### config.mk
export PLATFORM = sky130hd
export DESIGN_NAME = bus_fifo_buffer_flat
export DESIGN_NICKNAME = d
export VERILOG_FILES = /design/src/rtl/bus_fifo_buffer_if.sv /design/src/rtl/bus_fifo_buffer.sv /design/src/flat_wrapper.sv
export SDC_FILE = /design/constraint.sdc
export NUM_CORES = 1
export LEC_CHECK = 0
export ABC_AREA = 1
export CAP_MARGIN = 20
export CORE_AREA = 2 2 96 98
export CTS_BUF_LIST = sky130_fd_sc_hd__clkbuf_8
export CTS_CLUSTER_DIAMETER = 200
export CTS_CLUSTER_SIZE = 10
export DETAILED_ROUTE_END_ITERATION = 8
export DIE_AREA = 0 0 98 100
export PLACE_DENSITY = 0.57
export SLEW_MARGIN = 20
export SYNTH_ARGS = -nofsm -noshare
export SYNTH_HDL_FRONTEND = slang
export SYNTH_SLANG_ARGS = --single-unit
export TNS_END_PERCENT = 5
### constraint.sdc
create_clock -name clk -period 3 [get_ports clk]
set_clock_uncertainty 0.15 [all_clocks]
set_input_delay 0.45 -clock clk [delete_from_list [all_inputs] [get_ports clk]]
set_output_delay 0.45 -clock clk [all_outputs]
set_load 0.05 [all_outputs]
### src/rtl/bus_fifo_buffer_if.sv
// Valid/ready bus bundle for the FIFO: producer side (in_*) and consumer side (out_*).
// The FIFO itself connects through the slave modport. The environment driving the
// producer and consumer connects through the master modport.
interface bus_fifo_buffer_if #(
  parameter int WIDTH = 16
);

  logic             in_valid;
  logic             in_ready;
  logic [WIDTH-1:0] in_data;

  logic             out_valid;
  logic             out_ready;
  logic [WIDTH-1:0] out_data;

  modport master (
    output in_valid,
    output in_data,
    output out_ready,
    input  in_ready,
    input  out_valid,
    input  out_data
  );

  modport slave (
    input  in_valid,
    input  in_data,
    input  out_ready,
    output in_ready,
    output out_valid,
    output out_data
  );

endinterface

### src/rtl/bus_fifo_buffer.sv
// DEPTH-entry, WIDTH-bit synchronous FIFO with valid/ready on both sides.
// The output is first-word-fall-through and is read straight from storage, so a word
// written at edge N becomes visible after that edge. There is no bypass when the FIFO is empty.
// in_ready depends only on the registered count. As a result, a full FIFO refuses a write
// even in a cycle where a pop frees an entry. This keeps out_ready off the in_ready path.
// flush clears the pointers and the count, and it overrides a concurrent push or pop.
// flush leaves storage untouched. Only reset zeroes storage.
module bus_fifo_buffer #(
  parameter int WIDTH     = 16,
  parameter int DEPTH     = 4,
  parameter int AFULL_LVL = DEPTH - 1
) (
  input  logic                   clk,
  input  logic                   rst_n,
  input  logic                   flush_i,
  bus_fifo_buffer_if.slave       bus,
  output logic [$clog2(DEPTH):0] count_o,
  output logic                   almost_full_o
);

  localparam int PW = $clog2(DEPTH);
  localparam int CW = PW + 1;

  logic [WIDTH-1:0] mem_q [DEPTH];

  logic [PW-1:0] wr_ptr_q, wr_ptr_d;
  logic [PW-1:0] rd_ptr_q, rd_ptr_d;
  logic [CW-1:0] count_q,  count_d;

  logic full;
  logic empty;
  logic push;
  logic pop;

  // Handshake qualifiers are derived from registered state only.
  assign full  = (count_q == CW'(DEPTH));
  assign empty = (count_q == '0);
  assign push  = bus.in_valid & ~full;
  assign pop   = ~empty & bus.out_ready;

  // Next-state logic for the pointers and the count. Pointers wrap naturally modulo DEPTH.
  always_comb begin
    wr_ptr_d = wr_ptr_q;
    rd_ptr_d = rd_ptr_q;
    count_d  = count_q;
    if (flush_i) begin
      wr_ptr_d = '0;
      rd_ptr_d = '0;
      count_d  = '0;
    end else begin
      if (push) wr_ptr_d = wr_ptr_q + PW'(1);
      if (pop)  rd_ptr_d = rd_ptr_q + PW'(1);
      if (push && !pop)      count_d = count_q + CW'(1);
      else if (pop && !push) count_d = count_q - CW'(1);
    end
  end

  // Pointer and count registers.
  always_ff @(posedge clk or negedge rst_n) begin
    if (!rst_n) begin
      wr_ptr_q <= '0;
      rd_ptr_q <= '0;
      count_q  <= '0;
    end else begin
      wr_ptr_q <= wr_ptr_d;
      rd_ptr_q <= rd_ptr_d;
      count_q  <= count_d;
    end
  end

  // Storage write. Reset zeroes every entry. flush suppresses the write but leaves old contents in place.
  always_ff @(posedge clk or negedge rst_n) begin
    if (!rst_n) begin
      for (int i = 0; i < DEPTH; i++) mem_q[i] <= '0;
    end else if (push && !flush_i) begin
      mem_q[wr_ptr_q] <= bus.in_data;
    end
  end

  assign bus.in_ready   = ~full;
  assign bus.out_valid  = ~empty;
  assign bus.out_data   = mem_q[rd_ptr_q];
  assign count_o        = count_q;
  assign almost_full_o  = (count_q >= CW'(AFULL_LVL));

endmodule

### src/flat_wrapper.sv
// flat-port wrapper written by rule: the top's interface ports become plain ports
module bus_fifo_buffer_flat 
#(
  parameter int WIDTH     = 16,
  parameter int DEPTH     = 4,
  parameter int AFULL_LVL = DEPTH - 1
)
  (clk, rst_n, flush_i, count_o, almost_full_o, bus_in_valid, bus_in_data, bus_out_ready, bus_in_ready, bus_out_valid, bus_out_data);
  bus_fifo_buffer_if #(.WIDTH(WIDTH)) bus_i ();
  input  logic clk;
  input  logic rst_n;
  input  logic flush_i;
  output logic [$clog2(DEPTH):0] count_o;
  output logic almost_full_o;
  input wire logic [$bits(bus_i.in_valid)-1:0] bus_in_valid;
  input wire logic [$bits(bus_i.in_data)-1:0] bus_in_data;
  input wire logic [$bits(bus_i.out_ready)-1:0] bus_out_ready;
  output wire logic [$bits(bus_i.in_ready)-1:0] bus_in_ready;
  output wire logic [$bits(bus_i.out_valid)-1:0] bus_out_valid;
  output wire logic [$bits(bus_i.out_data)-1:0] bus_out_data;
  assign bus_i.in_valid = bus_in_valid;
  assign bus_i.in_data = bus_in_data;
  assign bus_i.out_ready = bus_out_ready;
  assign bus_in_ready = bus_i.in_ready;
  assign bus_out_valid = bus_i.out_valid;
  assign bus_out_data = bus_i.out_data;
  bus_fifo_buffer #(.WIDTH(WIDTH), .DEPTH(DEPTH), .AFULL_LVL(AFULL_LVL)) u_core (.clk(clk), .rst_n(rst_n), .flush_i(flush_i), .bus(bus_i), .count_o(count_o), .almost_full_o(almost_full_o));
endmodule
==> summary.md, run 1 <==
| Metric | Value |
|---|---|
| Outcome | completed |
| Num rows | 35 |
| Pwr Total | 4.30 mW |
| Crit-path cells | inv_1 > o21ai_0 > clkdlybuf4s50_1 |
| Critical path class | reg2out |
| Worst path slowest cell | clkdlybuf4s50_1 |
| Final instance area | 3970 um^2 |
| Tightest Hold Check Type | in2async |
| Worst Tran Pin Value | 0.740 ns |
| Final #Nets | 439 |
| Commonest non-fill, non-tap cells in the layout | nand2_1 (82), dfrtp_1 (71), o21ai_1 (41) |
| Crit Path Max Fanout | 5 |
| Number of fill cells | 870 |
| Drt first pass iters | 4 |
| RePlAce Congestion | 0.801 |
| Pins Over Slew Limit | 0 |
| RSZ-0062 raised after global routing | false |
| Core area | 8890 um^2 |
| Post-cts sizing count | 0 |
| Number of I/O pins | 43 |
| Starting Density | 38.2% |
| Yosys warns | 0 |
| Post-CTS Hold Buffers | 0 |
| Power per cell area | 1080 nW/um^2 |
| WL final | 7430 um |
| Layout Utilization | 44.6% |
| Final min period | 2.52 ns |
| Vias | 2,592 |
| Post-Syn Nets | 401 |
| Initial DRC Count | 111 |
| Crit path capture type | primary output |
| Clock tree sinks | 71 |
| MaxCap Viol Count | 0 |
| Final Cycle Share | 84.1% |
| Share of layout cells above drive strength 1 | 16.0% |
| First-pass GRT wire length | 12,400 um |
| Post-Syn Area per Cell | 9.05 um^2 |
| Global Route Usage Sum | 16.0% |
| Final Instance Count excl. Fillers | 529 |
| Post-Syn Instances | 375 |
| Die width | 98 um |
| Top Family by Delay on Critical Path | buffers and inverters |
| Total grt overflow | 0 |
| HPWL after detailed placement | 4600 um |
| WHS | 0.0111 ns |
| CP max stage delay | 0.83 ns |
| CTS Buf Count | 9 |
| F_max | 0.397 GHz |
| Commonest non-fill, non-tap cell in the layout | nand2_1 |
| DP Area | 3790 um^2 |
| Worst EP arrival | 1.92 ns |
| Peak supply drop | 517 uV |
| Largest net degree at the start of global routing | 34 |
| Total die area | 9800 um^2 |
| CTS Root Cell | clkbuf_8 |
| Initial antenna violation count | 0 |
| H-tree levels | 3 |
| I/O Buffers | 42 |
| Area Overhead vs Synth | 16.9% |
| Routed length per placed instance | 14.0 um |
| Die height | 100 um |
| Hold Fails Final Rpt | 0 |
| Startpoint types | register |
| LEAKAGE | 1.94 nW |
| CTS tree | done |
| Final Setup Violations | 0 |
| Max_slew headroom | 50.6% |
| Clk buf depth | 2 |
| Post-CTS Setup Inserts | 0 |
| CTS clk-pin slew, worst paths | 0.07 ns |
| Residual DRC | 0 |
| Antenna Cells | 0 |
| Inst Count DP | 513 |
| Worst path required time | 2.40 ns |
| Vias in the first global route | 2,524 |
| Via density | 4.90 |
| Final WS setup | 0.478 ns |
| Mapped cell area | 3390 um^2 |
| Clock latency on the worst-skew pair | 0.34 ns |
| Worst Path Buf+Inv | 2 |
| Post-synth cell types | 22 |
| DRT antenna net count | 0 |
| Seq cells post-synth | 71 |
| R2R setup slack | 0.92 ns |
| Sequential area share after synthesis | 52.4% |
| Dpl ws | 0.657 ns |
| Setup TNS | 0 ns |
==> sequential cells by signal (all words and copies together) (netlist names) <==
| signal | count |
|---|---|
| u_core.mem_q | 64 |
| u_core.wr_ptr_q | 2 |
| u_core.rd_ptr_q | 2 |
| u_core.count_o | 3 |
==> worst reg2reg max path: cells and delay by family (launching register included) <==
| family | cells | cell delay [ns] |
|---|---|---|
| simple gates | 7 | 0.68 |
| flops | 1 | 0.44 |
| fa+ha+maj | 1 | 0.38 |
| buf+inv | 3 | 0.19 |
| xor+xnor | 1 | 0.18 |
==> final timing paths <==
path                                                from                            end  depth (start not counted)
max                        u_core.count_o[0]$_DFFE_PN0P_                  almost_full_o                          3
min reg2reg                 u_core.mem_q[41]$_DFFE_PN0P_   u_core.mem_q[41]$_DFFE_PN0P_                          2
max reg2reg                u_core.count_o[1]$_DFFE_PN0P_  u_core.count_o[2]$_DFFE_PN0P_                         12
min in group clk            u_core.mem_q[41]$_DFFE_PN0P_   u_core.mem_q[41]$_DFFE_PN0P_                          2
min                                                rst_n    u_core.mem_q[8]$_DFFE_PN0P_                          1
max in group asynchronous                          rst_n   u_core.mem_q[60]$_DFFE_PN0P_                          2
==> Yosys cell counts <==
master     n  area (um^2)
a21oi_1    1         5.00
buf_1      1         3.75
buf_2      1         5.00
buf_6     12          135
clkbuf_1   6         22.5
dfrtp_1   71         1780
fa_1       1         20.0
ha_1       4         50.1
inv_1     28          105
inv_8      1         11.3
nand2_1   82          308
nand2_4    5         56.3
nand3_1    4         20.0
nand3_4    1         17.5
nor2_1    37          139
nor2_4     1         11.3
nor3_1     2         10.0
o21ai_0   36          180
o21ai_1   41          205
o21ai_2   23          201
o22ai_1   16          100
xnor2_1    1         8.76
==> routing by layer <==
| metal | part of all wire [%] | track usage (%) |
|---|---|---|
| met1 | 47 | 21.0 |
| met2 | 46 | 26.2 |
| met3 | 4.8 | 3.90 |
| met4 | 1.6 | 5.56 |
| met5 | 0 | 0 |
==> report_power, final <==
group	switching [mW]	leakage (nW)	internal [mW]
clock	0.340	0.0977	0.336
sequential	0.221	0.916	1.36
combinational	1.36	0.929	0.686
==> cell families after synthesis <==
family / after synthesis / synth area share, %
adder cells (fa/ha/maj): 5 / 2.07
XOR/XNOR: 1 / 0.258
AND/OR/NAND/NOR: 132 / 16.6
buffers and inverters: 49 / 8.34
AO/OA/AOI/OAI: 117 / 20.4
flip-flops: 71 / 52.4
==> layout make-up <==
| type | instances | area (um^2) | share of cell area, % |
|---|---|---|---|
| Clock buffer | 11 | 151 | 3.82 |
| Clock inverter | 5 | 25.0 | 0.631 |
| Inverter | 29 | 116 | 2.93 |
| Multi-Input combinational cell | 255 | 1330 | 33.6 |
| Sequential cell | 71 | 1780 | 44.8 |
| Tap cell | 111 | 139 | 3.50 |
| Timing Repair Buffer | 47 | 425 | 10.7 |
No activity file was read; power rests on OpenSTA's default activity.
==> inputs of run 2 (changes only) <==
==> constraint.sdc (replaced) <==
create_clock -name clk -period 2.35 [get_ports clk]
set_clock_uncertainty 0.15 [all_clocks]
set_input_delay 0.3525 -clock clk [delete_from_list [all_inputs] [get_ports clk]]
set_output_delay 0.3525 -clock clk [all_outputs]
set_load 0.05 [all_outputs]
==> run 2 against run 1 <==
Worst hold slack gained 0.32 ns. Clock-buffer cell count is the same. Non-clock buffer count grew 6. Critical path depth is the same. Critical path type unchanged. Largest cell class unchanged. Cell count grew 1.1%.
==> summary.md, run 2 (synthesis results as in run 1) <==
| Metric | Value |
|---|---|
| Outcome | completed (unchanged) |
| Routed length per placed instance | 13.6 um (was 14.0 um) |
| Post-CTS Hold Buffers | 1 (was 0) |
| Final #Nets | 445 (was 439) |
| Startpoint types | register (unchanged) |
| Vias in the first global route | 2,588 (was 2,524) |
| Post-cts sizing count | 0 (unchanged) |
| WL final | 7300 um (was 7430 um) |
| Final Cycle Share | 95.9% |
| F_max | 0.444 GHz |
| Hold Fails Final Rpt | 0 (unchanged) |
| Initial antenna violation count | 0 (unchanged) |
| Clk buf depth | 2 (unchanged) |
| Number of fill cells | 877 (was 870) |
| Worst Tran Pin Value | 0.570 ns (was 0.740 ns) |
| Grt met2 use | 24.9% (was 26.2%) |
| Initial DRC Count | 97 (was 111) |
| FF/Latch Area | 1780 um^2 (about the same) |
| Starting Density | 38.2% (unchanged) |
| Critical path class | reg2out (unchanged) |
| Clock tree sinks | 71 (unchanged) |
| CP Launch Point | u_core.count_o[2]$_DFFE_PN0P_ (was u_core.count_o[0]$_DFFE_PN0P_) |
| Via density | 4.87 (was 4.90) |
| Residual DRC | 0 (unchanged) |
| Antenna Cells | 0 (unchanged) |
| I/O Buffers | 42 (unchanged) |
| Area of the multi-input gates | 1340 um^2 (was 1330 um^2) |
| Setup TNS | 0 ns (unchanged) |
| Pins Over Slew Limit | 0 (unchanged) |
| Final WS setup | 0.0969 ns (was 0.478 ns) |
| CTS clk-pin slew, worst paths | 0.07 ns (about the same) |
| CP max stage delay | 0.80 ns (was 0.83 ns) |
| Commonest non-fill, non-tap cells in the layout | nand2_1 (81), dfrtp_1 (68), o21ai_1 (41) (was nand2_1 (82), dfrtp_1 (71), o21ai_1 (41)) |
| M3 GR Usage | 3.83% (was 3.90%) |
| Hold Path Cell Cnt | 2 |
| Total grt overflow | 0 (unchanged) |
| Dpl ws | 0.179 ns (was 0.657 ns) |
| First-pass GRT wire length | 12,700 um (was 12,400 um) |
| Worst path slowest cell | clkdlybuf4s50_1 (unchanged) |
| CTS tree | done (unchanged) |
| Commonest non-fill, non-tap cell in the layout | nand2_1 (unchanged) |
| Num rows | 35 (unchanged) |
| Final Setup Violations | 0 (unchanged) |
| LEAKAGE | 1.97 nW (was 1.94 nW) |
| Reg2reg end | u_core.count_o[2]$_DFFE_PN0P_ (unchanged) |
| Vias | 2,608 (was 2,592) |
| Max_slew headroom | 62.0% (was 50.6%) |
| Number of I/O pins | 43 (unchanged) |
| Stages on the worst setup path | 3 (unchanged) |
| Power per cell area | 1400 nW/um^2 (was 1080 nW/um^2) |
| Largest net degree at the start of global routing | 37 (was 34) |
| Global Route Usage Sum | 16.3% (was 16.0%) |
| Top Family by Delay on Critical Path | buffers and inverters (unchanged) |
| Share of layout cells above drive strength 1 | 18.6% (was 16.0%) |
| DRT antenna net count | 0 (unchanged) |
| CTS Root Cell | clkbuf_8 (unchanged) |
| Crit-path cells | inv_1 > nand2_2 > clkdlybuf4s50_1 (was inv_1 > o21ai_0 > clkdlybuf4s50_1) |
| CTS Buf Count | 9 (unchanged) |
| Final min period | 2.25 ns |
| Worst EP arrival | 1.75 ns (was 1.92 ns) |
| Post-CTS Setup Inserts | 0 (unchanged) |
| Total die area | 9800 um^2 (unchanged) |
| Top reg by flops | u_core.mem_q (unchanged) |
| Tightest Hold Check Type | reg2reg (was in2async) |
| Worst setup path end | bus_out_valid (was almost_full_o) |
| Crit path capture type | primary output (unchanged) |
| MaxCap Viol Count | 0 (unchanged) |
| Clock latency on the worst-skew pair | 0.34 ns (about the same) |
| Worst path required time | 1.85 ns (was 2.40 ns) |
| Area Overhead vs Synth | 19.4% (was 16.9%) |
| Peak supply drop | 646 uV (was 517 uV) |
| GR peak layer | met2 (unchanged) |
| H-tree levels | 3 (unchanged) |
| Drt first pass iters | 4 (unchanged) |
| Worst Path Buf+Inv | 2 (unchanged) |
| RSZ-0062 raised after global routing | false (unchanged) |
| Crit Path Max Fanout | 5 (unchanged) |
| Core area | 8890 um^2 (unchanged) |
| R2R setup slack | 0.35 ns (was 0.92 ns) |
| Die width | 98 um (unchanged) |
| RePlAce Congestion | 0.780 (was 0.801) |
| Max reg flops | 64 (unchanged) |
| R2R depth | 12 (unchanged) |
| Die height | 100 um (unchanged) |
| RR Startpoint | u_core.count_o[1]$_DFFE_PN0P_ (unchanged) |
| Grt met1 use | 22.8% (was 21.0%) |
| HPWL after detailed placement | 4630 um (was 4600 um) |
[run 2: worst min-delay path by stage]
stage | from | to | slack [ns]
CTS | u_core.mem_q[33]$_DFFE_PN0P_ | u_core.mem_q[33]$_DFFE_PN0P_ | 0.33
global route | u_core.mem_q[43]$_DFFE_PN0P_ | u_core.mem_q[43]$_DFFE_PN0P_ | 0.35
floorplan | rst_n | u_core.count_o[0]$_DFFE_PN0P_ | -0.09
detailed placement | rst_n | u_core.mem_q[52]$_DFFE_PN0P_ | 0.23
finish | u_core.mem_q[33]$_DFFE_PN0P_ | u_core.mem_q[33]$_DFFE_PN0P_ | 0.33
global placement | rst_n | u_core.mem_q[52]$_DFFE_PN0P_ | 0.23
[run 2: layout make-up]
| cell class | instances | area share (%) |
|---|---|---|
| Clock inverter | 5 | 1.39 |
| Inverter | 29 | 2.87 |
| Tap cell | 111 | 3.43 |
| Multi-Input combinational cell | 255 | 33.0 |
| Sequential cell | 71 | 44.0 |
| Timing Repair Buffer | 53 | 11.6 |
| Clock buffer | 11 | 3.74 |
[run 2: power breakdown]
group / internal, mW / leakage (nW) / switching [mW] / total (mW)
sequential: 1.74 / 0.912 / 0.283 / 2.02
combinational: 0.894 / 0.957 / 1.73 / 2.63
clock: 0.546 / 0.105 / 0.461 / 1.01
[run 2: metrics by stage]
step           hold slack, ns  power [mW]  instance area (um^2)  cells  util [%]
6_report                0.328        5.65                  4050    535      45.5
5_1_grt                 0.353        6.06                  4050    535      45.5
4_1_cts                 0.330        5.71                  4050    535      45.5
3_5_place_dp            0.228        4.68                  3830    518      43.1
3_3_place_gp            0.232        4.65                  3830    518      43.1
2_1_floorplan         -0.0931        3.95                  3400    375         -
[run 2: per-layer routing]
| layer | wire length (um) | vias up |
|---|---|---|
| met5 | 0 | - |
| met4 | 77 | 0 |
| met3 | 249 | 6 |
| met2 | 3330 | 49 |
| met1 | 3650 | 1221 |
| li1 | - | 1332 |
[run 2: tightest hold or removal path: stages (launching register included)]
cell	delay (ns)
dfrtp_1	0.34
nand2_1	0.06
o21ai_2	0.05
